File: src/rtl/proc_ctrl_pkg.sv
// Shared types and constants for the 5-stage pipeline sequencing/hazard controller.
package proc_ctrl_pkg;

  localparam int unsigned RA_W = 4;

  typedef enum logic [1:0] {
    IDLE,
    RUN,
    DRAIN,
    DONE
  } ctrl_state_t;

  typedef struct packed {
    logic pc_en;
    logic if_id_en;
    logic if_id_flush;
    logic id_ex_flush;
  } stage_ctrl_t;

  // NOP insertion: PC and IF/ID frozen, both front segments cleared to NOP.
  localparam stage_ctrl_t CTRL_NOP_HOLD = '{pc_en: 1'b0, if_id_en: 1'b0,
                                            if_id_flush: 1'b1, id_ex_flush: 1'b1};
  localparam stage_ctrl_t CTRL_BRANCH   = '{pc_en: 1'b1, if_id_en: 1'b1,
                                            if_id_flush: 1'b1, id_ex_flush: 1'b1};
  localparam stage_ctrl_t CTRL_STALL    = '{pc_en: 1'b0, if_id_en: 1'b0,
                                            if_id_flush: 1'b0, id_ex_flush: 1'b1};
  localparam stage_ctrl_t CTRL_NORMAL   = '{pc_en: 1'b1, if_id_en: 1'b1,
                                            if_id_flush: 1'b0, id_ex_flush: 1'b0};

endpackage

File: src/rtl/hazard_detect.sv
// Load-use hazard compare between the load in EX and the source operands in ID.
module hazard_detect #(
  parameter int unsigned RA_W = proc_ctrl_pkg::RA_W
) (
  input  logic            memread_ex,
  input  logic [RA_W-1:0] ra3_ex,
  input  logic [RA_W-1:0] ra1_id,
  input  logic [RA_W-1:0] ra2_id,
  input  logic            use_ra1_id,
  input  logic            use_ra2_id,
  output logic            load_use
);

  always_comb begin
    load_use = memread_ex &&
               ((use_ra1_id && (ra1_id == ra3_ex)) ||
                (use_ra2_id && (ra2_id == ra3_ex)));
  end

endmodule

File: src/rtl/pipeline_ctrl.sv
// Run/halt sequencing, load-use bubbles, branch squash and post-halt drain for the
// IF/ID/EX/MEM/WB datapath, plus saturating performance counters.
module pipeline_ctrl #(
  parameter int unsigned RA_W         = proc_ctrl_pkg::RA_W,
  parameter int unsigned DRAIN_CYCLES = 4,
  parameter int unsigned CNT_W        = 32,
  parameter int unsigned EVT_W        = 16
) (
  input  logic             clk,
  input  logic             rst,
  input  logic             start,
  input  logic             halt_flag,
  input  logic             branch_taken_ex,
  input  logic             memread_ex,
  input  logic [RA_W-1:0]  ra3_ex,
  input  logic [RA_W-1:0]  ra1_id,
  input  logic [RA_W-1:0]  ra2_id,
  input  logic             use_ra1_id,
  input  logic             use_ra2_id,
  output logic             pc_en,
  output logic             if_id_en,
  output logic             if_id_flush,
  output logic             id_ex_flush,
  output logic             running,
  output logic             done,
  output logic [CNT_W-1:0] cycle_cnt,
  output logic [EVT_W-1:0] stall_cnt,
  output logic [EVT_W-1:0] flush_cnt
);

  import proc_ctrl_pkg::*;

  localparam int unsigned DW = (DRAIN_CYCLES > 1) ? $clog2(DRAIN_CYCLES) : 1;
  localparam logic [DW-1:0] DRAIN_LAST = DW'(DRAIN_CYCLES - 1);

  ctrl_state_t   state;
  logic [DW-1:0] drain_cnt;
  logic          load_use;
  stage_ctrl_t   ctrl;

  hazard_detect #(
    .RA_W(RA_W)
  ) u_hazard (
    .memread_ex (memread_ex),
    .ra3_ex     (ra3_ex),
    .ra1_id     (ra1_id),
    .ra2_id     (ra2_id),
    .use_ra1_id (use_ra1_id),
    .use_ra2_id (use_ra2_id),
    .load_use   (load_use)
  );

  always_ff @(posedge clk) begin
    if (rst) begin
      state     <= IDLE;
      drain_cnt <= '0;
      cycle_cnt <= '0;
      stall_cnt <= '0;
      flush_cnt <= '0;
    end else begin
      case (state)
        IDLE: begin
          if (start) begin
            state     <= RUN;
            cycle_cnt <= '0;
            stall_cnt <= '0;
            flush_cnt <= '0;
          end
        end
        RUN: begin
          if (cycle_cnt != '1) cycle_cnt <= cycle_cnt + 1'b1;
          // A branch squashes the stalled ID instruction, so it is not counted as a stall.
          if (branch_taken_ex) begin
            if (flush_cnt != '1) flush_cnt <= flush_cnt + 1'b1;
          end else if (load_use) begin
            if (stall_cnt != '1) stall_cnt <= stall_cnt + 1'b1;
          end
          if (halt_flag) begin
            state     <= DRAIN;
            drain_cnt <= '0;
          end
        end
        DRAIN: begin
          if (cycle_cnt != '1) cycle_cnt <= cycle_cnt + 1'b1;
          if (drain_cnt == DRAIN_LAST) begin
            state <= DONE;
          end else begin
            drain_cnt <= drain_cnt + 1'b1;
          end
        end
        DONE: begin
          if (!start) state <= IDLE;
        end
        default: state <= IDLE;
      endcase
    end
  end

  always_comb begin
    ctrl = CTRL_NOP_HOLD;
    if (state == RUN) begin
      if (branch_taken_ex)  ctrl = CTRL_BRANCH;
      else if (load_use)    ctrl = CTRL_STALL;
      else                  ctrl = CTRL_NORMAL;
    end
  end

  assign pc_en       = ctrl.pc_en;
  assign if_id_en    = ctrl.if_id_en;
  assign if_id_flush = ctrl.if_id_flush;
  assign id_ex_flush = ctrl.id_ex_flush;
  assign running     = (state == RUN);
  assign done        = (state == DONE);

endmodule
File: config.mk
export PLATFORM = sky130hd
export DESIGN_NAME = pipeline_ctrl
export DESIGN_NICKNAME = d
export VERILOG_FILES = /design/src/rtl/proc_ctrl_pkg.sv /design/src/rtl/hazard_detect.sv /design/src/rtl/pipeline_ctrl.sv
export SDC_FILE = /design/constraint.sdc
export NUM_CORES = 1
export LEC_CHECK = 0
export ABC_AREA = 1
export CORE_MARGIN = 1
export CORE_UTILIZATION = 45
export CTS_CLUSTER_DIAMETER = 100
export CTS_CLUSTER_SIZE = 28
export DETAILED_ROUTE_END_ITERATION = 16
export PLACE_DENSITY = 0.74
export SLEW_MARGIN = 25
export SYNTH_ARGS = -nofsm -noshare
export SYNTH_HDL_FRONTEND = slang
export SYNTH_SLANG_ARGS = --single-unit
export TNS_END_PERCENT = 20
File: constraint.sdc
create_clock -name clk -period 1.7 [get_ports clk]
set_input_delay 0.34 -clock clk [delete_from_list [all_inputs] [get_ports clk]]
set_output_delay 0.34 -clock clk [all_outputs]
set_load 0.01 [all_outputs]
==> flow_summary.yaml <==
setup_path:
  worstSetupPathType: "reg -> reg"
  rrSetupSlack_ns: -0.09
  path_depth: 12
  cpPeakStageDelay_ns: 0.36
  critPathMostFrequentCell: "nor2_4"
  crit_path_end_kind: "flop"
  cp_top_family: "simple AND/OR/NAND/NOR gates"
  r2r_end: "cycle_cnt[31]"
  cp_num_buf_inv: 2
  cp-startpoint: "cycle_cnt[0]"
  worstRegToRegCells: 12
  crit_fanout: 7
  arrival_ns: 2.07
  critPathSlowestCell: "dfxtp_2"
  reg2reg_from: "cycle_cnt[0]"
  crit_chain: "ha_4 > nand2_2 > nor2_4 > nand4_4 > nor2_4 > nand2_2 > nand2_8 > inv_8 > clkbuf_16 > nor2_4 > nor2_1 > nor2_1"
  worstPathRequired_ns: 1.98
  cp-start-kind: "flop"
pwr:
  p_seq_share_pct: 28.7
  power.leakage_nw: 3.26
  p_comb_share_pct: 49.0
  p_sw_share_pct: 39.6
  clockPowerShare_pct: 22.3
  p_per_area_nw_per_um2: 918
  p_sw_w: 0.00250
  vdd_drop_max_mv: 0.628
  internal_power_w: 0.00380
  totalPowerFinal_w: 0.00630
finish:
  drive_gt1_share_pct: 25.9
  fillCellCount: 828
  syn_to_final_growth_pct: 52.7
  final_nets: 955
  antenna_cells: 0
logic_synthesis:
  synthTopCellsByCount: "nand2_1 (184), nor2_1 (132), inv_1 (86), dfxtp_1 (68), nand3_1 (63)"
  mappedNetlistArea_um2: 4490
  synthCells: 739
  ys_ff_latch: 68
  yosysSeqAreaShare_pct: 30.3
  synth_nets: 767
  synth_area_per_cell_um2: 6.08
  synth_ff_type: "dfxtp_1"
  synth_edf_count: 0
  synth_area_leaders: "dfxtp_1 (30%), nand2_1 (15%), nor2_1 (11%)"
  synthArstFlopShare_pct: 0
  netlist.area_leader.share_pct: 30.3
  yosysTopAreaCell: "dfxtp_1"
  ys_warn_count: 0
  synthDistinctLibCells: 38
  synth.most_common_cell: "nand2_1"
cts:
  cts_tree: "yes"
  path_clk_slew_ns: 0.08
  cts_root_buffer: "clkbuf_8"
  clock-sinks: 68
  insertion_delay_ns: 0.35
  h-tree-depth: 3
  clk_path_buf_depth: 2
  numCtsBuffers: 9
timing:
  slew_violations: 0
  min_period_ns: 1.79
  worstMarginPinSlew_ns: 0.460
  finalHoldViolCount: 0
  fin_setup_tns_ns: -1.87
  rsz0062_at_grt: "true"
  fmax_mhz: 558
  clock_skew_ns: 0.0171
  finalSetupViolations: 33
  finalCritPeriodShare_pct: 105
  maxSlewHeadroom_pct: 69.1
  finalWorstSetupSlack_ns: -0.0927
placement:
  hpwl_mm: 10.2
  place_congestion: 0.928
  port_buffers: 89
die:
  rows: 36
  dieArea_um2: 10400
  die_h_um: 102
  initial_core_util_pct: 46.2
  io_pins: 90
  core_um2: 9730
  chipWidth_um: 102
global_routing:
  grt.total_usage_pct: 27.7
  grt_pass1_wl_mm: 22.9
  grt_max_degree: 36
  antenna_found_initial: 0
  overflow: 0
  grt_pass1_vias: 5216
route:
  postRouteAntennaNets: 0
  wirelength_mm: 14.4
  dr.pass1.iters: 5
  drc: 0
  drt_iter0_drc: 262
  wire_per_inst_um: 13.6
  vias: 5566
  via_per_inst: 5.23
outcome:
  status: "finished, violations left"
  violations: "setup timing"
hold_path:
  hold_end: "flush_cnt[5]"
  hold_class: "reg -> reg"
  hold_path_depth: 1
  hp-start: "flush_cnt[5]"
run:
  cap_violations: 0
## flip-flops by register name (all words and copies together), names as in the netlist
signal,count
cycle_cnt,32
state,2
stall_cnt,16
flush_cnt,16
drain_cnt,2
## what timing repair did
| action | 4_1_cts | 5_1_grt |
|---|---|---|
| gates cloned | 0 | 2 |
| setup buffers | 5 | 3 |
| pin swaps | 27 | 17 |
| hold buffers | 0 | 0 |
| setup endpoints to repair | 80 | 102 |
| gates resized for setup | 93 | 93 |
## power groups by stage
stage / Sequential [W] / Combinational, W / Clock, W
5_1_grt: 0.00182 / 0.00334 / 0.00149
4_1_cts: 0.00179 / 0.00281 / 0.00142
2_1_floorplan: 0.00188 / 0.00142 / 0
6_report: 0.00181 / 0.00309 / 0.00141
3_3_place_gp: 0.00181 / 0.00267 / 0
3_5_place_dp: 0.00182 / 0.00274 / 0
## how the worst max path moves through the flow
| stage | end | slack [ns] |
|---|---|---|
| 6_report | cycle_cnt[31] | -0.09 |
| 5_1_grt | cycle_cnt[21] | -0.22 |
| 4_1_cts | cycle_cnt[30] | -0.01 |
| 3_5_place_dp | pc_en | -0.67 |
| 3_3_place_gp | if_id_en | -0.60 |
| 2_1_floorplan | flush_cnt[11] | -0.02 |
## cell families after synthesis
kind of cell | after synthesis | share of synthesized area [%]
compound gates | 73 | 8.66
simple gates | 459 | 45.0
flops | 68 | 30.3
buf+inv | 113 | 10.3
fa+ha+maj | 8 | 2.23
xor+xnor | 18 | 3.51
## metrics by stage
stage | worst slack (ns) | hold WS [ns] | cell area [µm²] | cells | utilization, %
finish | -0.0927 | 0.493 | 6860 | 1065 | 70.6
global placement | -0.602 | 0.457 | 6240 | 1040 | 64.2
CTS | -0.0133 | 0.486 | 6550 | 1061 | 67.3
floorplan | -0.0169 | 0.449 | 4500 | 739 | -
detailed placement | -0.668 | 0.476 | 6240 | 1040 | 64.2
global route | -0.225 | 0.525 | 6860 | 1065 | 70.6
## metal layers
layer  routed length [µm]  track usage (%)  vias to the layer above
li1                     -                -                     2730
met1                 6190             34.4                     2579
met2                 6980             47.8                      213
met3                  888             3.69                       44
met4                  393             12.6                        0
met5                    0                0                        -
## placed cells by master (no fill, tap or decap), types with 4 or more instances in the layout
cell / netlist / layout
a21oi_1: 47 / 45
buf_12: 0 / 4
buf_2: 5 / 4
buf_4: 3 / 99
buf_6: 3 / 5
clkbuf_8: 0 / 11
clkdlybuf4s15_1: 0 / 4
clkdlybuf4s50_1: 0 / 28
dfxtp_1: 68 / 46
dfxtp_2: 0 / 22
dlygate4sd2_1: 0 / 24
dlymetal6s2s_1: 0 / 25
inv_1: 86 / 80
inv_2: 4 / 6
nand2_1: 184 / 173
nand2_2: 6 / 16
nand3_1: 63 / 60
nand3_2: 2 / 5
nand4_1: 17 / 17
nor2_1: 132 / 123
nor2_2: 14 / 15
nor2_4: 2 / 10
nor3_1: 25 / 20
nor3_2: 1 / 6
o21ai_0: 12 / 6
o21ai_1: 5 / 5
o21ai_2: 0 / 5
xnor2_1: 5 / 5
xor2_1: 13 / 13
## area by class of cell
| type | instances | area [µm²] | share of cell area (%) |
|---|---|---|---|
| clock inverter | 4 | 47.5 | 0.693 |
| timing repair buffer | 198 | 1820 | 26.5 |
| sequential | 68 | 1390 | 20.2 |
| timing repair inverter | 1 | 7.51 | 0.109 |
| multi-input combinational | 558 | 2930 | 42.6 |
| clock buffer | 12 | 155 | 2.26 |
| tap | 133 | 166 | 2.42 |
| inverter | 91 | 357 | 5.20 |
## worst reg2reg max path: cells and delay by family, from the launching register on
| kind | cells | cell delay, ns |
|---|---|---|
| and+or+nand+nor | 9 | 1.01 |
| adders and majority gates | 1 | 0.14 |
| DFF | 1 | 0.36 |
| buffers and inverters | 2 | 0.21 |
(Power assumes the default switching activity.)
